## config.mk

```make
export PLATFORM = sky130hd
export DESIGN_NAME = ct_fcnvt_stoh_seq
export DESIGN_NICKNAME = d
export VERILOG_FILES = /design/src/rtl/ct_fcnvt_stoh_seq.sv
export SDC_FILE = /design/constraint.sdc
export NUM_CORES = 1
export LEC_CHECK = 0
export ABC_AREA = 1
export BUFFER_PORTS_ARGS = -buffer_cell sky130_fd_sc_hd__buf_2
export CAP_MARGIN = 20
export CORE_MARGIN = 2
export CORE_UTILIZATION = 55
export DETAILED_ROUTE_END_ITERATION = 10
export PLACE_DENSITY = 0.92
export SLEW_MARGIN = 20
export SYNTH_ARGS = -nofsm -noshare
export SYNTH_HDL_FRONTEND = slang
export SYNTH_SLANG_ARGS = --single-unit
```

## constraint.sdc

```tcl
create_clock -name forever_cpuclk -period 2.91 [get_ports forever_cpuclk]
set_clock_uncertainty 0.15 [all_clocks]
set_input_delay 0.1455 -clock forever_cpuclk [delete_from_list [all_inputs] [get_ports forever_cpuclk]]
set_output_delay 0.1455 -clock forever_cpuclk [all_outputs]
set_load 0.02 [all_outputs]
```

## src/rtl/ct_fcnvt_stoh_seq.sv

```systemverilog
// ct_fcnvt_stoh_seq
// Four-lane FP32 -> FP16 conversion sequencer for the vector FP convert unit.
// A request of four FP32 elements is latched and classified in one cycle:
// normal, special and zero lanes are converted in parallel. Lanes whose FP16
// result is subnormal (or underflows) are issued one per cycle, lowest lane
// first, to the shared external single-to-half denormal shifter. Its outputs
// come back in the same cycle and are rounded to nearest-even here. The packed
// result and the accumulated flags are then returned under valid/ready.
//
// Ports
//   forever_cpuclk   clock, all state on the rising edge
//   cpurst           synchronous active-high reset
//   stoh_flush       kill any in-flight operation, return to idle
//   stoh_in_vld/rdy  request handshake
//   stoh_in_src      lane i = [32i+31:32i], FP32
//   stoh_in_lane_en  per-lane enable; disabled lanes return 0 with no flags
//   stoh_sh_cnt      to shifter: FP32 biased exponent of the issued lane
//   stoh_sh_src      to shifter: FP32 fraction of the issued lane
//   stoh_sh_f_v      from shifter: kept bits
//   stoh_sh_f_x      from shifter: shifted-out bits, guard at bit 24
//   stoh_out_vld/rdy result handshake
//   stoh_out_data    lane i = [16i+15:16i], FP16
//   stoh_out_fflags  {NV,DZ,OF,UF,NX}, OR over enabled lanes
module ct_fcnvt_stoh_seq (
  input  logic         forever_cpuclk,
  input  logic         cpurst,
  input  logic         stoh_flush,
  input  logic         stoh_in_vld,
  output logic         stoh_in_rdy,
  input  logic [127:0] stoh_in_src,
  input  logic [3:0]   stoh_in_lane_en,
  output logic [7:0]   stoh_sh_cnt,
  output logic [22:0]  stoh_sh_src,
  input  logic [10:0]  stoh_sh_f_v,
  input  logic [24:0]  stoh_sh_f_x,
  output logic         stoh_out_vld,
  input  logic         stoh_out_rdy,
  output logic [63:0]  stoh_out_data,
  output logic [4:0]   stoh_out_fflags
);

  localparam int unsigned F_NV = 4;
  localparam int unsigned F_OF = 2;
  localparam int unsigned F_UF = 1;
  localparam int unsigned F_NX = 0;

  typedef enum logic [1:0] {
    IDLE,
    SHIFT,
    DONE
  } state_t;

  state_t state_q, state_d;

  // Latched request and result state
  logic [3:0]       sign_q;
  logic [3:0][7:0]  exp_q;
  logic [3:0][22:0] frac_q;
  logic [3:0][15:0] res_q;
  logic [4:0]       flags_q;
  logic [3:0]       sub_mask_q;
  logic             hold_q;

  // Field split of the incoming request
  logic [3:0]       in_s;
  logic [3:0][7:0]  in_e;
  logic [3:0][22:0] in_m;

  // Classification of the incoming request
  logic [3:0][4:0]  nrm_exp;
  logic [3:0]       nrm_inc;
  logic [3:0][14:0] nrm_mag;
  logic [3:0][15:0] cls_res;
  logic [3:0][4:0]  cls_flags;
  logic [3:0]       cls_sub;
  logic [4:0]       cls_acc;

  // Shifter issue and rounding
  logic [1:0]       sel;
  logic             sel_found;
  logic [3:0]       mask_rest;
  logic             sh_g;
  logic             sh_st;
  logic             sh_inc;
  logic             sub_nx;
  logic [14:0]      sub_mag;

  logic             accept;

  always_comb begin
    in_s = '0;
    in_e = '0;
    in_m = '0;
    for (int unsigned i = 0; i < 4; i++) begin
      in_s[i] = stoh_in_src[32*i+31];
      in_e[i] = stoh_in_src[32*i+23 +: 8];
      in_m[i] = stoh_in_src[32*i +: 23];
    end
  end

  always_comb begin
    nrm_exp   = '0;
    nrm_inc   = '0;
    nrm_mag   = '0;
    cls_res   = '0;
    cls_flags = '0;
    cls_sub   = '0;
    cls_acc   = '0;
    for (int unsigned i = 0; i < 4; i++) begin
      // Rebias 127 -> 15 is e - 0x70; only the low five bits survive in the
      // normal range, so subtract modulo 32 on the low bits directly.
      nrm_exp[i] = in_e[i][4:0] - 5'h10;
      nrm_inc[i] = in_m[i][12] & ((|in_m[i][11:0]) | in_m[i][13]);
      // A rounding carry out of the fraction bumps the exponent; at the top
      // binade this lands exactly on the infinity encoding.
      nrm_mag[i] = {nrm_exp[i], in_m[i][22:13]} + {14'd0, nrm_inc[i]};

      if (stoh_in_lane_en[i]) begin
        if (in_e[i] == 8'hFF) begin
          if (|in_m[i]) begin
            cls_res[i]         = 16'h7E00;
            cls_flags[i][F_NV] = ~in_m[i][22];
          end else begin
            cls_res[i] = {in_s[i], 15'h7C00};
          end
        end else if (in_e[i] == 8'h00) begin
          cls_res[i] = {in_s[i], 15'h0000};
        end else if (in_e[i] >= 8'h8F) begin
          cls_res[i]         = {in_s[i], 15'h7C00};
          cls_flags[i][F_OF] = 1'b1;
          cls_flags[i][F_NX] = 1'b1;
        end else if (in_e[i] >= 8'h71) begin
          cls_res[i]         = {in_s[i], nrm_mag[i]};
          cls_flags[i][F_OF] = (nrm_mag[i] == 15'h7C00);
          cls_flags[i][F_NX] = |in_m[i][12:0];
        end else begin
          cls_sub[i] = 1'b1;
        end
      end
      cls_acc = cls_acc | cls_flags[i];
    end
  end

  // Lowest pending subnormal lane is issued this cycle
  always_comb begin
    sel       = '0;
    sel_found = 1'b0;
    for (int unsigned i = 0; i < 4; i++) begin
      if (sub_mask_q[i] && !sel_found) begin
        sel       = 2'(i);
        sel_found = 1'b1;
      end
    end
    mask_rest = sub_mask_q & ~(4'b0001 << sel);
  end

  assign sh_g    = stoh_sh_f_x[24];
  assign sh_st   = |stoh_sh_f_x[23:0];
  assign sh_inc  = sh_g & (sh_st | stoh_sh_f_v[0]);
  assign sub_nx  = sh_g | sh_st;
  // Kept bits sit directly in the FP16 fraction field with a zero exponent;
  // a carry out of the fraction yields the smallest normal 0x0400.
  assign sub_mag = {4'd0, stoh_sh_f_v} + {14'd0, sh_inc};

  always_comb begin
    state_d      = state_q;
    accept       = 1'b0;
    stoh_in_rdy  = 1'b0;
    stoh_out_vld = 1'b0;
    stoh_sh_cnt  = '0;
    stoh_sh_src  = '0;
    case (state_q)
      IDLE: begin
        stoh_in_rdy = ~hold_q;
        accept      = stoh_in_vld & ~hold_q & ~stoh_flush;
        if (accept) begin
          state_d = (|cls_sub) ? SHIFT : DONE;
        end
      end
      SHIFT: begin
        stoh_sh_cnt = exp_q[sel];
        stoh_sh_src = frac_q[sel];
        if (mask_rest == '0) begin
          state_d = DONE;
        end
      end
      DONE: begin
        stoh_out_vld = 1'b1;
        if (stoh_out_rdy) begin
          state_d = IDLE;
        end
      end
      default: state_d = IDLE;
    endcase
    if (stoh_flush) begin
      state_d = IDLE;
    end
  end

  always_ff @(posedge forever_cpuclk) begin
    if (cpurst) begin
      state_q    <= IDLE;
      sign_q     <= '0;
      exp_q      <= '0;
      frac_q     <= '0;
      res_q      <= '0;
      flags_q    <= '0;
      sub_mask_q <= '0;
      hold_q     <= 1'b0;
    end else begin
      state_q <= state_d;
      if (stoh_flush) begin
        sub_mask_q <= '0;
        hold_q     <= 1'b0;
      end else begin
        // One idle turnaround cycle after a result is taken gives the
        // three-cycle minimum initiation interval.
        hold_q <= (state_q == DONE) & stoh_out_rdy;
        if (accept) begin
          sign_q     <= in_s;
          exp_q      <= in_e;
          frac_q     <= in_m;
          res_q      <= cls_res;
          flags_q    <= cls_acc;
          sub_mask_q <= cls_sub;
        end else if (state_q == SHIFT) begin
          res_q[sel] <= {sign_q[sel], sub_mag};
          flags_q    <= flags_q | {3'b000, sub_nx, sub_nx};
          sub_mask_q <= mask_rest;
        end
      end
    end
  end

  assign stoh_out_data   = res_q;
  assign stoh_out_fflags = flags_q;

endmodule

```

==> summary.txt <==
Global route
  • Overall Global Routing Usage: 40.5%
  • Global-route wire length before repair: 70,400 µm
  • Initial antenna violation count: 1
  • Number of global-route vias before repair: 13,500
  • Grt ovf: 0
  • Largest net degree at the start of global routing: 194

Yosys
  • Synth top cells by count: nand2_1, nor2_1, dfxtp_1, a21oi_1, o21ai_0
  • Most common cell in the synthesized netlist: nand2_1
  • Syn_area_per_cell: 6.54 µm²
  • Syn Nets: 1,923
  • Dominant cell type by area after synthesis: dfxtp_1
  • Sequential fraction of the synthesis area: 35.7%
  • Cell Area, Synth: 11,400 µm²
  • Post-synth top area share: 35.7%
  • Main synth FF type: dfxtp_1
  • Synth top area cells: dfxtp_1, nand2_1, nor2_1
  • Async S/R FF share, synth: 0%
  • Synth Warn #: 0
  • Post-synth EDFFs: 0
  • Synth Instances: 1,744
  • Register bit total from synthesis: 203
  • Synth unique cells: 52

Routing
  • Drt wl/cell: 19.3 µm
  • Total number of vias: 14,300
  • Vias/cell: 5.97
  • Pre-Repair DR Iteration Count: 6
  • DRC: 0
  • ANT nets after route: 0
  • Post-Route WL: 46,300 µm
  • Initial DRC count: 1,750

Placement
  • Post-DP HPWL: 32,000 µm
  • Area after DPL: 12,800 µm²
  • Routability cong.: 1.06
  • Port bufs: 273

Cells and area
  • Layout overhead on the synthesized area: 31.1%
  • Post-route cell area: 14,900 µm²
  • Layout Nets: 2,290
  • Layout cells sized above 1: 17.4%

STA
  • Worst-Margin Slew: 723 ps
  • Setup violators final: 0
  • Max-Slew Margin vs Limit: 51.8%
  • Period minus WS final: 2780 ps
  • Hold_ws: -0.758 ps
  • Pins Over Slew Limit: 0
  • RSZ-0062 raised after global routing: false
  • Setup TNS: 0 ps
  • Peak Freq: 360 MHz
  • Period utilization: 95.5%
  • Fin. Hold Viols: 1

Setup path
  • Cells on worst reg2reg path: 7
  • Largest stage delay, worst path: 460 ps
  • CP Cell Sequence: nand2_2, inv_1, buf_4, a22o_1, a21oi_1, a21oi_1, buf_2
  • Startpoint Class: flip-flop
  • R2R Path End: frac_q[25]
  • Worst setup path category: flip-flop to primary output
  • CP Capture Type: primary output
  • Worst Path Arrival: 2480 ps
  • Worst R2R Setup Slack: 320 ps
  • CP startpoint: sub_mask_q[1]
  • CP most frequent cell: a21oi_1
  • Worst reg2reg startpoint: state_q[0]
  • CP Max Fanout: 32
  • CP max stage cell: dfxtp_1
  • Req. time, crit path: 2610 ps

Power and ir drop
  • Max IR drop VDD: 396 µV
  • Power Total: 7340 µW
  • Pleak: 0.00705 µW
  • PD cells: 491 nW/µm²

Min path
  • Endpoint, Worst Hold: stoh_out_fflags[1]
  • Worst Hold Launch: stoh_sh_f_x[21]
  • Worst min-delay path category: input port to flip-flop
  • Hold Crit Depth: 6

Clock tree
  • Clock transition at the registers of the reported paths: 70 ps
  • Post-CTS Setup Repair Bufs: 0
  • Clk root buf: clkbuf_16
  • Clock tree buffer depth: 3
  • Clock sinks: 203
  • CTS tree: yes
  • Total CTS buffers: 22
  • Htree depth: 1
  • Worst skew pair latency: 520 ps

Status
  • Failing checks: hold timing
  • Status: finished, violations left

Floorplanning
  • Die height: 148 µm
  • Starting density of the core: 56.1%
  • I/O pin count: 275
  • Core box area: 20,300 µm²
  • Row Count: 52
  • Die area: 21,900 µm²
  • Die X: 148 µm

Flow run
  • Max-Cap Viols: 0
==> timing repair <==
item | 4_1_cts | 5_1_grt
hold endpoints to repair | 160 | 0
endpoints found under the setup margin | 0 | 20
hold buffers | 138 | 0
gates resized for setup | 0 | 3
==> cell usage in the layout, fill, tap and decap left out, types with 4 or more instances in the layout <==
cell             n
a21oi_1        184
a21oi_4          4
a22o_1          31
a31oi_1         26
buf_2          273
buf_4           10
clkbuf_1         5
clkbuf_16       22
clkinv_2         7
dfxtp_1        203
dlygate4sd3_1  138
ha_1             6
inv_1          157
inv_2           13
inv_4            5
nand2_1        328
nand3_1         86
nand4_1         32
nor2_1         280
nor2_2           7
nor3_1          18
nor4_1           9
o211ai_1        14
o211ai_2         4
o21a_1           5
o21ai_0        165
o21ai_1         29
o221ai_1         5
o22ai_1          5
xor2_1          15
==> metrics by stage <==
step / setup WS (ps) / instances / utilization (%)
floorplan: 793 / 1744 / -
global placement: 332 / 2219 / 63.3
detailed placement: 204 / 2219 / 63.3
CTS: 96.8 / 2396 / 73.6
global route: 89.2 / 2397 / 73.6
finish: 132 / 2397 / 73.6
==> critical path, delay by kind of cell, from the launching register on <==
family	cells	cell delay [ps]
simple gates	1	170
flops	1	460
compound gates	3	610
buf+inv	3	710
==> worst max-delay path by stage <==
| stage | endpoint | slack (ps) |
|---|---|---|
| after floorplan | stoh_out_data[24] | 790 |
| final | stoh_sh_cnt[3] | 130 |
| after CTS | stoh_sh_src[8] | 100 |
| after global routing | stoh_sh_src[8] | 90 |
| after global placement | stoh_out_data[24] | 330 |
| after detailed placement | stoh_out_data[24] | 200 |
==> where the power goes <==
| group | internal (µW) | total [µW] | switching [µW] |
|---|---|---|---|
| logic | 515 | 1430 | 918 |
| clock network | 1630 | 2810 | 1180 |
| registers | 2980 | 3100 | 117 |
==> cell type report <==
type | instances | area, µm²
antenna | 1 | 2.50
tap | 270 | 338
clock inverter | 10 | 119
inverter | 178 | 683
timing repair buffer | 424 | 2880
multi-input combinational | 1282 | 6260
clock buffer | 29 | 597
sequential | 203 | 4060
fill | 1608 | 5350
==> registers in the layout, indices dropped and copies added, names as in the netlist <==
register         flops
stoh_out_data       64
state_q              2
stoh_out_fflags      4
sub_mask_q           4
exp_q               32
sign_q               4
hold_q               1
frac_q              92
==> layer usage <==
metal | global-route usage (%) | vias to the layer above | wire, µm
met2 | 67.2 | 1036 | 21100
met5 | 0 | - | 0
met4 | 20.9 | 0 | 2940
li1 | - | 6563 | -
met3 | 6.02 | 253 | 4610
met1 | 51.4 | 6469 | 17600
==> cells by family after synthesis <==
group / Yosys count / synth area share (%)
AND/OR/NAND/NOR: 778 / 28.9
AO/OA/AOI/OAI: 482 / 24.2
buffers and inverters: 259 / 9.44
flip-flops: 203 / 35.7
XOR/XNOR: 15 / 1.15
adder cells (fa/ha/maj): 6 / 0.659
other: 1 / 0.0329
Note: power is estimated with default switching activity, not from simulation.
